**src/rtl/reset_seq_pkg.sv**
```systemverilog
// Shared types and constants for the subsystem reset sequencer.
package reset_seq_pkg;

  // Sequencer states, in release order.
  typedef enum logic [2:0] {
    HOLD,
    WAIT_MEM,
    GAP_VIDEO,
    GAP_AUDIO,
    GAP_CPU,
    RUN
  } seq_state_e;

  // Default release gap and memory-init timeout, in I_CLK cycles.
  localparam int STAGE_GAP_DEF   = 16;
  localparam int MEM_TIMEOUT_DEF = 1024;

  // Width of the gap counter; gaps are limited to 1..255.
  localparam int GAP_W = 8;

  // Bit positions of each domain inside the reset vector.
  localparam int NUM_DOMAINS = 4;
  localparam int DOM_MEM     = 0;
  localparam int DOM_VIDEO   = 1;
  localparam int DOM_AUDIO   = 2;
  localparam int DOM_CPU     = 3;

endpackage

```
**src/rtl/reset_seq_timer.sv**
```systemverilog
// Loadable saturating up-counter with a terminal-count compare.
// Used for both the inter-release gaps and the memory-init timeout.
module reset_seq_timer #(
  parameter int W = 8
) (
  input  logic         I_CLK,
  input  logic         I_ASYNC_RESET_N,
  input  logic         load,
  input  logic [W-1:0] load_val,
  input  logic         en,
  input  logic [W-1:0] term,
  output logic         tc
);

  logic [W-1:0] count_q;

  // Load has priority over counting; the count sticks at all-ones rather than wrapping.
  always_ff @(posedge I_CLK or negedge I_ASYNC_RESET_N) begin
    if (!I_ASYNC_RESET_N) begin
      count_q <= '0;
    end else if (load) begin
      count_q <= load_val;
    end else if (en && (count_q != '1)) begin
      count_q <= count_q + 1'b1;
    end
  end

  assign tc = (count_q == term);

endmodule

```
**src/rtl/reset_sequencer.sv**
```systemverilog
// Subsystem reset sequencer: holds all domain resets while the controller's
// synchronous reset pulse is active, then releases memory, video, audio and
// CPU in order with STAGE_GAP cycles between releases. Video waits for the
// memory controller to report init done.
// Optional feature macro: RESET_SEQ_TIMEOUT_EN -- bounds the memory wait to
// MEM_TIMEOUT cycles and raises the sticky O_MEM_TIMEOUT flag on expiry.
module reset_sequencer
  import reset_seq_pkg::*;
#(
  parameter int STAGE_GAP   = STAGE_GAP_DEF,
  parameter int MEM_TIMEOUT = MEM_TIMEOUT_DEF
) (
  input  logic I_CLK,
  input  logic I_ASYNC_RESET_N,
  input  logic I_SYNC_RESET,
  input  logic I_MEM_READY,
  output logic O_MEM_RESET,
  output logic O_VIDEO_RESET,
  output logic O_AUDIO_RESET,
  output logic O_CPU_RESET,
  output logic O_READY,
  output logic O_MEM_TIMEOUT
);

  seq_state_e             state_q, state_d;
  logic [NUM_DOMAINS-1:0] rst_q, rst_d;
  logic                   ready_q, ready_d;
  logic                   tmo_q, tmo_d;
  logic                   gap_load, gap_en, gap_tc;
  logic                   tmo_tc;

  reset_seq_timer #(.W(GAP_W)) u_gap_timer (
    .I_CLK           (I_CLK),
    .I_ASYNC_RESET_N (I_ASYNC_RESET_N),
    .load            (gap_load),
    .load_val        ('0),
    .en              (gap_en),
    .term            (GAP_W'(STAGE_GAP - 1)),
    .tc              (gap_tc)
  );

`ifdef RESET_SEQ_TIMEOUT_EN
  localparam int TMO_W = $clog2(MEM_TIMEOUT + 1);
  logic tmo_load, tmo_en;

  assign tmo_load = (state_q != WAIT_MEM);
  assign tmo_en   = (state_q == WAIT_MEM) && !I_MEM_READY;

  reset_seq_timer #(.W(TMO_W)) u_tmo_timer (
    .I_CLK           (I_CLK),
    .I_ASYNC_RESET_N (I_ASYNC_RESET_N),
    .load            (tmo_load),
    .load_val        ('0),
    .en              (tmo_en),
    .term            (TMO_W'(MEM_TIMEOUT - 1)),
    .tc              (tmo_tc)
  );
`else
  // The memory wait never expires in this build; the compare is constant false.
  assign tmo_tc = (MEM_TIMEOUT < 0);
`endif

  // State and registered outputs; async reset puts every domain back in reset.
  always_ff @(posedge I_CLK or negedge I_ASYNC_RESET_N) begin
    if (!I_ASYNC_RESET_N) begin
      state_q <= HOLD;
      rst_q   <= '1;
      ready_q <= 1'b0;
      tmo_q   <= 1'b0;
    end else begin
      state_q <= state_d;
      rst_q   <= rst_d;
      ready_q <= ready_d;
      tmo_q   <= tmo_d;
    end
  end

  // Next state, next outputs and gap-counter control; a sync request beats everything.
  always_comb begin
    state_d  = state_q;
    rst_d    = rst_q;
    ready_d  = ready_q;
    tmo_d    = tmo_q;
    gap_load = 1'b0;
    gap_en   = 1'b0;
    if (I_SYNC_RESET) begin
      state_d  = HOLD;
      rst_d    = '1;
      ready_d  = 1'b0;
      gap_load = 1'b1;
    end else begin
      unique case (state_q)
        HOLD: begin
          if (gap_tc) begin
            rst_d[DOM_MEM] = 1'b0;
            tmo_d          = 1'b0;
            gap_load       = 1'b1;
            state_d        = WAIT_MEM;
          end else begin
            gap_en = 1'b1;
          end
        end
        WAIT_MEM: begin
          if (I_MEM_READY) begin
            gap_load = 1'b1;
            state_d  = GAP_VIDEO;
          end else if (tmo_tc) begin
            tmo_d    = 1'b1;
            gap_load = 1'b1;
            state_d  = GAP_VIDEO;
          end
        end
        GAP_VIDEO: begin
          if (gap_tc) begin
            rst_d[DOM_VIDEO] = 1'b0;
            gap_load         = 1'b1;
            state_d          = GAP_AUDIO;
          end else begin
            gap_en = 1'b1;
          end
        end
        GAP_AUDIO: begin
          if (gap_tc) begin
            rst_d[DOM_AUDIO] = 1'b0;
            gap_load         = 1'b1;
            state_d          = GAP_CPU;
          end else begin
            gap_en = 1'b1;
          end
        end
        GAP_CPU: begin
          if (gap_tc) begin
            rst_d[DOM_CPU] = 1'b0;
            ready_d        = 1'b1;
            gap_load       = 1'b1;
            state_d        = RUN;
          end else begin
            gap_en = 1'b1;
          end
        end
        RUN: begin
          state_d = RUN;
        end
        default: begin
          state_d  = HOLD;
          rst_d    = '1;
          ready_d  = 1'b0;
          gap_load = 1'b1;
        end
      endcase
    end
  end

  assign O_MEM_RESET   = rst_q[DOM_MEM];
  assign O_VIDEO_RESET = rst_q[DOM_VIDEO];
  assign O_AUDIO_RESET = rst_q[DOM_AUDIO];
  assign O_CPU_RESET   = rst_q[DOM_CPU];
  assign O_READY       = ready_q;
  assign O_MEM_TIMEOUT = tmo_q;

endmodule

```
**config.mk**
```make
export PLATFORM = sky130hd
export DESIGN_NAME = reset_sequencer
export DESIGN_NICKNAME = d
export VERILOG_FILES = /design/src/rtl/reset_seq_pkg.sv /design/src/rtl/reset_seq_timer.sv /design/src/rtl/reset_sequencer.sv
export SDC_FILE = /design/constraint.sdc
export NUM_CORES = 1
export LEC_CHECK = 0
export BUFFER_PORTS_ARGS = -buffer_cell sky130_fd_sc_hd__buf_2
export CORE_MARGIN = 4
export CORE_UTILIZATION = 40
export CTS_CLUSTER_SIZE = 10
export DETAILED_ROUTE_END_ITERATION = 8
export GPL_TIMING_DRIVEN = 0
export PLACE_DENSITY = 0.66
export SLEW_MARGIN = 20
export SYNTH_ARGS = -nofsm -noshare
export SYNTH_HDL_FRONTEND = slang
export SYNTH_SLANG_ARGS = --single-unit
```
**constraint.sdc**
```tcl
create_clock -name I_CLK -period 1.9 [get_ports I_CLK]
set_input_delay 0.38 -clock I_CLK [delete_from_list [all_inputs] [get_ports I_CLK]]
set_output_delay 0.38 -clock I_CLK [all_outputs]
set_load 0.005 [all_outputs]
```
==> Word level (Yosys, flattened, before mapping) <==
Cells that the tools add are included.
W data, S select, Z words.
{ "totals": {"reg_bits": 16, "input_bits": 4, "output_inout_bits": 6, "elab_cells": 62} }
{ "classes": {"n_addsub": 1, "eq_ne": 16, "muxes": 25, "reduce_logical": 13} }
{ "ops": {"columns": ["cell", "count"], "rows": [
  ["$reduce_or A5 Y1", 4],
  ["$mux W3", 6],
  ["$pmux W3 S6", 1],
  ["$mux W8", 2],
  ["$ne A3 B3 Y1 const B", 5],
  ["$pmux W1 S2", 5],
  ["$mux W1", 9],
  ["$add A8 B1 Y8 const B", 1],
  ["$eq A8 B4 Y1 const B", 1],
  ["$ne A2 B1 Y1 const B", 4],
  ["$ne A8 B8 Y1 const B", 1],
  ["$reduce_and A2 Y1", 4],
  ["$eq A3 B2 Y1 const B", 2],
  ["$eq A3 B3 Y1 const B", 2],
  ["$reduce_and A5 Y1", 1],
  ["$mux W4", 1],
  ["$reduce_or A4 Y1", 1],
  ["$eq A3 B1 Y1 const B", 1],
  ["$logic_not A3 Y1", 1],
  ["$pmux W1 S3", 1],
  ["$reduce_bool A2 Y1", 1],
  ["$logic_and A1 B1 Y1", 1]
]} }

==> Logic depth before layout (Yosys ltp) <==
{ "depth": {"ltp_word": 7, "ltp_mapped": 7, "ltp_nobuf": 6} }

==> Modules after synthesis <==
From an unflattened synthesis, not the netlist that was laid out.
{ "unflattened": {"cells_unflattened": 128, "area_unflattened_um2": 1211.2} }
{ "modules_own_cells": {"columns": ["module", "instances", "cells_per_inst", "area_per_inst_um2", "seq_area_each_um2"], "rows": [
  ["reset_seq_timer", 1, 71, 659.4, 200.2],
  ["reset_sequencer", 1, 57, 551.8, 205.2]
]} }

==> Worst setup path after synthesis <==
No wires, ideal clock.
{ "synth_path": {"path_kind": "register to register", "startpoint": "reg u_gap_timer.count_q[0]", "endpoint": "reg u_gap_timer.count_q[6]", "setup_time_ns": 0.074, "arrival_ns": 1.854, "required_ns": 1.826, "setup_slack_ns": -0.028, "stages_incl_launch_ff": 7, "n_path_buf": 1, "synth_period_minus_slack_ns": 1.928, "path_cell_list": "dfrtp_1 > ha_1 > and3_1 > a211o_1 > buf_6 > or4_4 > a21oi_2"} }
{ "synth_between": {"elab_chain_len": 6, "word_cells_on_any_way": 13, "classes_between": "add/sub: 1; eq/ne: 2; mux: 8; reduce/logical: 2"} }
{ "synth_lines": {"columns": ["element", "line", "rtl"], "rows": [
  ["start, declared", "reset_seq_timer.sv:15", "logic [W-1:0] count_q;"],
  ["start signal, assigned", "reset_seq_timer.sv:22", "count_q <= load_val;"],
  ["start signal, assigned", "reset_seq_timer.sv:24", "count_q <= count_q + 1'b1;"],
  ["branches (longest 6 deep; another with $add A8 B1 Y8)", null, null]
]} }
Several ways; the timed one is not identified. The select of a mux whose other input is x is not followed.
A chain may end at the register's enable or synchronous reset.

==> Worst setup path after layout <==
Ends and elaborated chain as after synthesis.

==> out/metrics.yaml <==
rsz0062_at_grt: "no"
worst-setup-path-type: "reg -> reg"
clock_skew_ps: 4.363
worst_ep_arrival_time_ps: 2040
drt_iter0_markers: 41
synth_cells: 103
max_freq_mhz: 551.8
syn_area_um2: 980.9
root_buffer: "clkbuf_4"
grt_max_degree: 17
async_reset_ff_share_pct: 100.0
diodes: 0
use_met2_pct: 20.00
crit_chain: "ha_4 > and3_4 > a211o_1 > buf_6 > or4_4 > a21oi_2"
slew_violations: 0
clk_pin_slew_ps: 100
start_kind: "register"
via_per_inst: 5.881
synth_edf_count: 0
synth_xor_area_share_pct: 0
synthesis.nets: 110
status: "complete, no violations"
first_global_vias: 833
die_area_um2: 3309
hold_class: "in -> reg"
portBuffers: 8
drive_gt1_share_pct: 31.71
slowest_stage: "dfrtp_1"
syn_avg_cell_area_um2: 9.524
cts_max_path_buffers: 2
ys_warn_count: 0
synth_compound_area_share_pct: 26.15
globalRouteOverflowTotal: 0
final_util_pct: 52.56
routed_wl_mm: 2.121
htreeDepth: 1
io_pins: 10
finalSetupViolCount: 0
dieWidth_um: 57.52
grt_pass1_wl_mm: 3.643
reg2reg_setup_slack_ps: 90
grt_busiest_layer: "met1"
post-dp-hpwl_mm: 1.421
synth.area.mux_share_pct: 0
core_um2: 2276
synth_top_family_by_area: "compound AO/OA/AOI/OAI gates"
yosysSeqAreaShare_pct: 41.33
routedWlPerCell_um: 14.05
yosys_most_used_dff: "dfrtp_1"
fin_nets: 131
drc: 0
post-route-min-period_ps: 1812
hold_viol: 0
leakagePower_nw: 0.4833
cts.sinks: 16
grt_util_met3_pct: 2.715
total_power_mw: 0.6427
place.gp.congestion: 0.8658
period_share_pct: 95.38
synth_adder_area_share_pct: 3.827
slowest_delay_ps: 420
grt_usage_pct: 13.74
power_density_nw_per_um2: 537.3
antenna_found_initial: 0
synth_seq_cells: 16
initial_core_util_pct: 43.10
cts_tree: "built"
synthSimpleGateAreaFrac_pct: 24.11
drtAntennaViolNets: 0
synth_cell_type_count: 41
clock_latency_ps: 290
die_y_um: 57.52
numCtsBuffers: 3
max-vdd-ir-drop_mv: 0.3700
vias: 888
rows: 17
cp_max_fo: 6
dr.pass1.iters: 4
endpoint_kind: "register"
grt.met1_usage_pct: 20.14
maxCapViolations: 0
syn_to_final_growth_pct: 21.94
worstPathRequired_ps: 2120
[report_power, final]
part / leakage (nW) / internal (mW) / total [mW] / switching, mW
combinational: 0.254 / 0.0303 / 0.0624 / 0.0321
sequential: 0.208 / 0.344 / 0.347 / 0.00341
clock: 0.0210 / 0.117 / 0.233 / 0.116
[placed cells by master, fill, tap and decap left out, types with 3 or more instances in the layout]
cell type	netlist	final
nor2_1	7	7
or4_1	4	4
inv_1	3	3
o31ai_1	4	4
nand3_1	5	5
dfstp_2	4	4
buf_4	1	6
nor3_1	3	3
a21oi_1	11	11
dfrtp_1	12	12
a211oi_1	4	3
clkbuf_4	0	3
buf_2	0	8
nand2_1	8	8
o21ai_0	3	3
[state kept, by name (all words and copies together) (netlist names)]
name	cells
u_gap_timer.count_q	8
rst_q	4
state_q	3
O_READY	1
[critical path, delay by kind of cell, from the launching register on]
kind | cells | cell delay (ps)
simple gates | 2 | 580
compound gates | 2 | 430
flops | 1 | 420
fa+ha+maj | 1 | 180
buf+inv | 1 | 140
[synth_stat cells (all sizes together) (3+ instances only)]
cell type,instances,share of area [%]
nor3,4,2.6
nand3,5,2.6
clkbuf,3,1.1
dfstp,4,11
nand2,8,3.1
a21oi,12,6.5
inv,3,1.1
o21ai,3,1.5
dfrtp,12,31
nor2,7,2.7
or4,5,4.2
ha,3,3.8
a211oi,4,3.1
a21o,3,3.3
o31ai,4,3.1
[what timing repair did]
action / in CTS / in global routing
pin swaps: 3 / 6
endpoints found under the setup margin: 2 / 9
endpoints found under the hold margin: 12 / 0
hold buffers: 1 / 0
gates resized for setup: 2 / 6
setup buffers: 6 / 1
[stage by stage]
stage,instance area [µm²],cells,setup TNS (ps),worst slack (ps),hold slack [ps]
after global routing,1196,151,0,9.430,351.0
after floorplan,983.4,103,0,11.93,84.41
after detailed placement,1059,139,-86.82,-85.07,317.2
after global placement,1059,139,-68.87,-68.87,315.1
after CTS,1165,150,0,12.86,343.5
final,1196,151,0,87.86,349.4
[per-layer routing]
| layer | wire, µm | up-vias |
|---|---|---|
| li1 | - | 432 |
| met1 | 1030 | 429 |
| met2 | 959 | 25 |
| met3 | 113 | 2 |
| met4 | 17 | 0 |
| met5 | 0 | - |
[final cells by class]
type | instances | area, µm²
timing repair buffer | 16 | 118.9
fill | 199 | 1080
buffer | 5 | 32.53
multi-input combinational | 79 | 556.8
sequential | 16 | 405.4
clock buffer | 4 | 36.28
inverter | 3 | 11.26
tap | 28 | 35.03
[path summary, 6_finish.rpt]
path | startpoint | endpoint | cells past startpoint
setup / recovery | u_gap_timer.count_q[0]$_DFFE_PN0P_ | u_gap_timer.count_q[6]$_DFFE_PN0P_ | 6
hold reg to reg | rst_q[2]$_DFFE_PN1P_ | rst_q[2]$_DFFE_PN1P_ | 2
min in group asynchronous | I_ASYNC_RESET_N | O_READY$_DFFE_PN0P_ | 2
hold / removal | I_SYNC_RESET | state_q[1]$_DFFE_PN0P_ | 2
max in group asynchronous | I_ASYNC_RESET_N | rst_q[2]$_DFFE_PN1P_ | 2
setup reg to reg | u_gap_timer.count_q[0]$_DFFE_PN0P_ | u_gap_timer.count_q[6]$_DFFE_PN0P_ | 6
[kinds of logic (layout without fill, tap and decap cells)]
family | count (synthesis) | count (layout)
AND/OR/NAND/NOR | 41 | 41
adder cells (fa/ha/maj) | 3 | 3
AO/OA/AOI/OAI | 34 | 34
flip-flops | 16 | 16
buffers and inverters | 8 | 28
other | 1 | 1
Power figures use the tool's default switching activity.
